===== src/rtl/arch_reg_file_mc_pkg.sv =====
// Shared core constants, architectural index type and dump FSM state encoding.
package arch_reg_file_mc_pkg;

    localparam int CORE_NUM_AREGS    = 32;
    localparam int CORE_XLEN         = 32;
    localparam int CORE_COMMIT_WIDTH = 2;
    localparam int CORE_AIDX         = $clog2(CORE_NUM_AREGS);

    typedef logic [CORE_AIDX-1:0] areg_idx_t;

    typedef enum logic [1:0] {
        IDLE,
        DUMP,
        DONE
    } dump_state_e;

endpackage


===== src/rtl/arf_dump_ctrl.sv =====
// Dump sequencer: walks every architectural index once over a valid/ready channel.
// Index holds while ready is low; done pulses for one cycle after the final beat.
module arf_dump_ctrl
    import arch_reg_file_mc_pkg::*;
#(
    parameter  int NUM_AREGS = CORE_NUM_AREGS,
    localparam int AIDX      = $clog2(NUM_AREGS)
) (
    input  logic            clk,
    input  logic            rst,
    input  logic            dump_req_i,
    input  logic            dump_ready_i,
    output logic            dump_busy_o,
    output logic            dump_valid_o,
    output logic            dump_done_o,
    output logic [AIDX-1:0] dump_idx_o
);

    localparam int CNT_W = AIDX + 1;

    dump_state_e      state_q;
    logic [CNT_W-1:0] cnt_q;
    logic             busy_q;
    logic             valid_q;
    logic             done_q;

    always_ff @(posedge clk) begin
        if (rst) begin
            state_q <= IDLE;
            cnt_q   <= '0;
            busy_q  <= 1'b0;
            valid_q <= 1'b0;
            done_q  <= 1'b0;
        end else begin
            case (state_q)
                IDLE: begin
                    done_q <= 1'b0;
                    if (dump_req_i) begin
                        state_q <= DUMP;
                        cnt_q   <= '0;
                        busy_q  <= 1'b1;
                        valid_q <= 1'b1;
                    end
                end
                DUMP: begin
                    if (dump_ready_i) begin
                        if (cnt_q == CNT_W'(NUM_AREGS - 1)) begin
                            state_q <= DONE;
                            cnt_q   <= '0;
                            valid_q <= 1'b0;
                            done_q  <= 1'b1;
                        end else begin
                            cnt_q <= cnt_q + 1'b1;
                        end
                    end
                end
                DONE: begin
                    state_q <= IDLE;
                    busy_q  <= 1'b0;
                    done_q  <= 1'b0;
                end
                default: begin
                    state_q <= IDLE;
                    busy_q  <= 1'b0;
                    valid_q <= 1'b0;
                    done_q  <= 1'b0;
                end
            endcase
        end
    end

    assign dump_busy_o  = busy_q;
    assign dump_valid_o = valid_q;
    assign dump_done_o  = done_q;
    assign dump_idx_o   = cnt_q[AIDX-1:0];

endmodule


===== src/rtl/arch_reg_file_mc.sv =====
// Architectural register file: multi-lane commit (youngest lane wins), combinational
// read ports with optional commit bypass, x0 hard-wired to zero, and a dump stream.
module arch_reg_file_mc
    import arch_reg_file_mc_pkg::*;
#(
    parameter  int NUM_AREGS    = CORE_NUM_AREGS,
    parameter  int XLEN         = CORE_XLEN,
    parameter  int COMMIT_WIDTH = CORE_COMMIT_WIDTH,
    parameter  int NUM_RD       = 2,
    parameter  int RD_BYPASS    = 1,
    localparam int AIDX         = $clog2(NUM_AREGS)
) (
    input  logic                              clk,
    input  logic                              rst,
    input  logic [COMMIT_WIDTH-1:0]           commit_valid,
    input  logic [COMMIT_WIDTH-1:0][AIDX-1:0] commit_idx,
    input  logic [COMMIT_WIDTH-1:0][XLEN-1:0] commit_val,
    input  logic [NUM_RD-1:0][AIDX-1:0]       rd_idx,
    output logic [NUM_RD-1:0][XLEN-1:0]       rd_data,
    input  logic                              dump_req,
    output logic                              dump_busy,
    output logic                              dump_valid,
    input  logic                              dump_ready,
    output logic [AIDX-1:0]                   dump_idx,
    output logic [XLEN-1:0]                   dump_val,
    output logic                              dump_done
);

    logic [XLEN-1:0] regs_q [NUM_AREGS];
    logic [XLEN-1:0] regs_d [NUM_AREGS];

    // Lanes applied oldest to youngest so the youngest overwrites on a collision.
    always_comb begin
        regs_d = regs_q;
        for (int l = 0; l < COMMIT_WIDTH; l++) begin
            if (commit_valid[l] && commit_idx[l] != '0) begin
                regs_d[commit_idx[l]] = commit_val[l];
            end
        end
    end

    always_ff @(posedge clk) begin
        if (rst) begin
            for (int i = 0; i < NUM_AREGS; i++) begin
                regs_q[i] <= '0;
            end
        end else begin
            regs_q <= regs_d;
        end
    end

    always_comb begin
        rd_data = '0;
        for (int p = 0; p < NUM_RD; p++) begin
            if (rd_idx[p] != '0) begin
                rd_data[p] = regs_q[rd_idx[p]];
                if (RD_BYPASS != 0) begin
                    for (int l = 0; l < COMMIT_WIDTH; l++) begin
                        if (commit_valid[l] && commit_idx[l] == rd_idx[p]) begin
                            rd_data[p] = commit_val[l];
                        end
                    end
                end
            end
        end
    end

    arf_dump_ctrl #(
        .NUM_AREGS (NUM_AREGS)
    ) u_dump_ctrl (
        .clk          (clk),
        .rst          (rst),
        .dump_req_i   (dump_req),
        .dump_ready_i (dump_ready),
        .dump_busy_o  (dump_busy),
        .dump_valid_o (dump_valid),
        .dump_done_o  (dump_done),
        .dump_idx_o   (dump_idx)
    );

    // Dump beats read the array directly; in-flight commits land after the beat.
    assign dump_val = (dump_valid && dump_idx != '0) ? regs_q[dump_idx] : '0;

endmodule


===== config.mk =====
export PLATFORM = sky130hd
export DESIGN_NAME = arch_reg_file_mc
export DESIGN_NICKNAME = d
export VERILOG_FILES = /design/src/rtl/arch_reg_file_mc_pkg.sv /design/src/rtl/arf_dump_ctrl.sv /design/src/rtl/arch_reg_file_mc.sv
export SDC_FILE = /design/constraint.sdc
export NUM_CORES = 2
export LEC_CHECK = 0
export CAP_MARGIN = 10
export CORE_MARGIN = 2
export CORE_UTILIZATION = 35
export DETAILED_ROUTE_END_ITERATION = 10
export PLACE_DENSITY_LB_ADDON = 0.25
export REMOVE_ABC_BUFFERS = 1
export SYNTH_ARGS = -nofsm -noshare
export SYNTH_HDL_FRONTEND = slang
export SYNTH_SLANG_ARGS = --single-unit

===== constraint.sdc =====
create_clock -name clk -period 6.8 [get_ports clk]
set_input_delay 1.02 -clock clk [delete_from_list [all_inputs] [get_ports clk]]
set_output_delay 1.02 -clock clk [all_outputs]
set_load 0.01 [all_outputs]

Yosys cells after proc, flatten, opt, wreduce, memory -nomap -nowiden
Index checks and enable logic that the tools add are counted.

Add/sub/neg operators: 1. Muxes and demuxes: 37. Bitwise gates (word level): 7. Equal/unequal tests: 10. Reduce and logical (&&, ||, !) cells: 22. Magnitude comparators: 7.

Operators by type and width (count): 1024-bit bitwise mux (2); 1024-bit 2-to-1 mux (2); 32-bit binary-select mux with 5-bit select (3); 32-bit 2-to-1 mux (15); 32-bit demux with 5-bit select (2); 6-bit greater-or-equal comparator (second input constant) (5); 5-bit NOT with 6-bit output (5); 5-bit nonzero test (5); 5-bit equality test (4); 6-bit 2-to-1 mux (3); 6-bit by 1-bit < comparator with 1-bit output (second input constant) (2); 6-bit one-hot mux with 2 select lines (1); 1-bit logical AND (9); 6-bit by 1-bit adder with 6-bit output (second input constant) (1); 6-bit by 5-bit equality test with 1-bit output (second input constant) (1); 2-bit 2-to-1 mux (3); 3-bit AND reduction (2); 2-bit != test (second input constant) (2); 2-bit one-hot mux with 2 select lines (1); 2-bit AND reduction (2); 4-bit AND reduction (1); 1-bit 2-to-1 mux (3); 1-bit one-hot mux with 3 select lines (1); 2-bit by 1-bit equality test with 1-bit output (second input constant) (1); other kinds (7) (8).

Bits in registers: 1035. Logic and storage cells: 121. Output and inout port bits: 104. Input bits: 90.

Longest topological paths before layout
Depth in word-level cells: 9. Depth in mapped cells: 9. Depth with buffers taken out: 6.

Hierarchy
A second synthesis with hierarchy kept.

Cell total of the unflattened synthesis: 7043. Area total of the unflattened synthesis: 71228.3 um^2.

Modules (own cells, without submodules): arch_reg_file_mc (cells an instance 6978, area an instance 70671.5 um^2, instances 1); arf_dump_ctrl (cells an instance 65, area an instance 556.8 um^2, instances 1).

Least setup slack after synthesis
No wires, ideal clock.

Kind: input to output. From: in rd_idx[5] in the netlist's numbering. To: out rd_data[40] in the netlist's numbering. Data arrival time: 2693 ps. Cell stages on the path: 8. Path buffers: 3. Slack: 3087 ps. Path through: buf_4 -> buf_6 -> buf_2 -> mux4_2 -> nand2_1 -> o211a_1 -> nor4_1 -> a221o_1.

RTL lines: from (decl) (line arch_reg_file_mc.sv:18) `input logic [NUM_RD-1:0][AIDX-1:0] rd_idx,`; to (decl) (line arch_reg_file_mc.sv:19) `output logic [NUM_RD-1:0][XLEN-1:0] rd_data,`.

==> results.tsv <==
stage	metric	value	unit
floorplan	die_h	455.5	microns
logic_synthesis	synth_area_leaders	dfxtp_1 (29%), mux4_2 (22%), mux2i_1 (15%)	
global_route	grt_max_degree	194	
pwr	internal_power	11.07	mW
hold_path	hp-class	reg -> reg	
logic_synthesis	synth-seq-cells	1035	
drt	drt-total-wl	336800	microns
floorplan	die-area	207400	sq um
floorplan	placementRows	165	
place	dp.cells	9103	
place	io_buffers	193	
floorplan	die-width	455.5	microns
logic_synthesis	ys_seq_area_share	29.05	%
timing	rsz0062_at_grt	no	
critical_path	worst_setup_path_end_kind	output pin	
logic_synthesis	synth-simple-area-share	8.968	%
critical_path	crit_path_end	rd_data[54]	
cts	cts-root-buf	clkbuf_16	
logic_synthesis	synth_ff_type	dfxtp_1	
critical_path	r2r-start	u_dump_ctrl.cnt_q[3]	
cells_and_area	area_growth	11.31	%
cts	h-tree-depth	3	
critical_path	crit_fanout	27	
cts	clk_pin_slew	0.06	ns
drt	vias	63548	
cts	cts-buffers-inserted	118	
logic_synthesis	syn_area_per_cell	10.24	sq um
logic_synthesis	synth_top_family_by_area	multiplexers	
logic_synthesis	synth_compound_area_share	15.68	%
logic_synthesis	synth_edf_count	0	
drt	drt_iter0_drc	8767	
drt	route.detailed.drc	0	
global_route	globalRouteOverflowTotal	0	
timing	clock.fmax	160.4	MHz
critical_path	required	5.78	ns
logic_synthesis	synthArstFlopShare	0	%
cts	cts_hold_buf	0	
global_route	grt_pass1_vias	60846	
timing	drv_slew	0	
drt	antenna_left	0	
floorplan	ios	194	
floorplan	initial_core_util	35.26	%
cells_and_area	design_area	79400	sq um
logic_synthesis	synthMuxAreaShare	39.56	%
cells_and_area	nNetsFinal	6644	
pwr	p_total	15.55	mW
cts	postCtsSetupBuffers	0	
flow_run	max-cap-violations	0	
pwr	clkPwrFrac	45.1	%
logic_synthesis	netlist.area_leader.share	29.05	%
pwr	switching_power	4.487	mW
cts	clockBufferDepth	3	
place	gp_congestion	0.8929	
cells_and_area	instances_no_fill	9331	
timing	fin_crit	6.236	ns
drt	viasPerCell	6.810	
logic_synthesis	synthCells	6968	
place	placedInstanceArea	75210	sq um
pwr	comb_power_share	14.2	%
logic_synthesis	synth.distinct_cells	54	
critical_path	rr_worst_depth	6	
critical_path	worst_ep_arrival_time	5.22	ns
pwr	p_seq_share	40.7	%
logic_synthesis	syn_area	71330	sq um
drt	wire_per_inst	36.09	microns
timing	setup_viol	0	
timing	slew_headroom	6.967	%
cts	cts_sinks	1035	
place	dp_hpwl	191700	microns
critical_path	cp-start-kind	input pin	
timing	hold_viol	0	
timing	hold_ws	0.4683	ns
global_route	antenna_found_initial	9	
timing	finClkSkew	0.001341	ns
logic_synthesis	yosys.cell_count.top_type	mux2i_1	
pwr	power.density	195.9	nW/um^2
pwr	p_leak	29.26	nW
cts	tritoncts	built	
pwr	swShare	28.85	%
global_route	grt_pass1_wl	470800	microns
run_status	status	finished clean	
global_route	track_usage	31.22	%
cts	cts-resized-gates	0	
floorplan	coreArea	202300	sq um
logic_synthesis	ys_top_cells_by_count	mux2i_1 (1087), dfxtp_1 (1035), nor2_1 (1025)	
critical_path	path_class	in -> out	
critical_path	r2r_setup_slack	4.17	ns
cells_and_area	drive_gt1_share	19.62	%
logic_synthesis	yosysWarnings	0	
critical_path	r2r-end	u_dump_ctrl.dump_valid_o	
pwr	peakVddDrop	0.0001972	V
logic_synthesis	synth_xor_area_share	0.3070	%
critical_path	cp-startpoint	rd_idx[9]	
cts	clk_latency	0.78	ns
cells_and_area	fillerInstances	19400	
drt	drt_pass1_iterations	6	
timing	tightest_slew	1.393	ns
timing	final.setup.tns	0	ns
timing	period_share	91.70	%
logic_synthesis	synthAdderAreaFrac	0.03508	%
logic_synthesis	yosys.area.top_type	dfxtp_1	
==> power by group through the flow <==
stage	clock [mW]	combinational [mW]	sequential [mW]
final	7.02	2.21	6.33
after CTS	7.04	2.16	6.32
after global routing	7.26	2.26	6.34
after floorplan	0	0.910	6.49
after global placement	0	2.14	6.45
after detailed placement	0	2.15	6.45
==> flip-flops by register name, indices dropped and copies added, names as in the netlist <==
signal,count
regs_q,1024
u_dump_ctrl.dump_busy_o,1
u_dump_ctrl.state_q,2
u_dump_ctrl.cnt_q,6
u_dump_ctrl.dump_valid_o,1
u_dump_ctrl.dump_done_o,1
==> layer usage <==
metal  routed length (microns)  GRT usage (%)  vias to the layer above
met1                    122500          37.86                    31600
met2                    149500          48.29                     4489
met5                        34              0                        -
met4                     31580          25.38                        6
li1                          -              -                    26149
met3                     33160          6.090                     1304
==> area by class of cell <==
cell class	instances	area [sq um]	area share (%)
Antenna cell	4	10.01	0.01261
Clock buffer	179	3667	4.619
Tap cell	2672	3343	4.211
Multi-Input combinational cell	4893	46610	58.70
Clock inverter	44	503.0	0.6335
Sequential cell	1035	20740	26.12
Inverter	38	142.6	0.1796
Timing Repair Buffer	466	4387	5.525
==> placed cells by master, fill, tap and decap left out, types with 10 or more instances in the layout <==
| cell | n |
|---|---|
| a211oi_1 | 961 |
| a221o_1 | 64 |
| a221oi_1 | 60 |
| a22o_1 | 62 |
| a311oi_1 | 96 |
| buf_12 | 33 |
| buf_4 | 245 |
| bufinv_16 | 10 |
| clkbuf_1 | 17 |
| clkbuf_16 | 122 |
| clkbuf_8 | 40 |
| clkdlybuf4s50_1 | 179 |
| clkinv_2 | 26 |
| dfxtp_1 | 1029 |
| inv_1 | 37 |
| mux2_1 | 109 |
| mux2_2 | 11 |
| mux2i_1 | 1087 |
| mux4_2 | 710 |
| nand2_1 | 168 |
| nand2_4 | 39 |
| nand3_1 | 131 |
| nand4_1 | 10 |
| nor2_1 | 1013 |
| nor2_4 | 14 |
| nor2b_1 | 38 |
| nor4_1 | 61 |
| o211a_1 | 60 |
| o21ai_1 | 32 |
| o221ai_1 | 62 |
| xnor2_1 | 21 |
==> worst min path at each step <==
stage | depth (start not counted) | slack, ns | from | to
after floorplan | 1 | 0.46 | regs_q[1000] | regs_q[1000]
after global placement | 1 | 0.46 | u_dump_ctrl.dump_busy_o | u_dump_ctrl.dump_busy_o
after detailed placement | 1 | 0.46 | u_dump_ctrl.dump_busy_o | u_dump_ctrl.dump_busy_o
after CTS | 1 | 0.47 | u_dump_ctrl.dump_busy_o | u_dump_ctrl.dump_busy_o
after global routing | 1 | 0.50 | u_dump_ctrl.dump_busy_o | u_dump_ctrl.dump_busy_o
final | 1 | 0.47 | u_dump_ctrl.dump_busy_o | u_dump_ctrl.dump_busy_o
==> logic make-up after synthesis <==
kind of cell	after synthesis
DFF	1035
AOI/OAI and AO/OA	1415
muxes	1917
adders and majority gates	2
and+or+nand+nor	1534
xor gates and xnor gates	25
buffers and inverters	1040
==> critical path, stage by stage <==
cell and delay, ns:
buf_4 0.46, or3b_4 0.96, buf_4 0.40, o221ai_1 0.13, a211oi_1 1.06, nor4_1 0.17
buf_4 0.20, a221o_1 0.26, clkdlybuf4s50_1 0.48
==> through the flow <==
step,util (%),worst slack (ns)
2_1_floorplan,-,-6.325
3_3_place_gp,37.18,1.073
3_5_place_dp,37.18,0.9829
4_1_cts,39.24,0.9857
5_1_grt,39.24,0.6432
6_report,39.24,0.5641
Power figures use the tool's default switching activity.
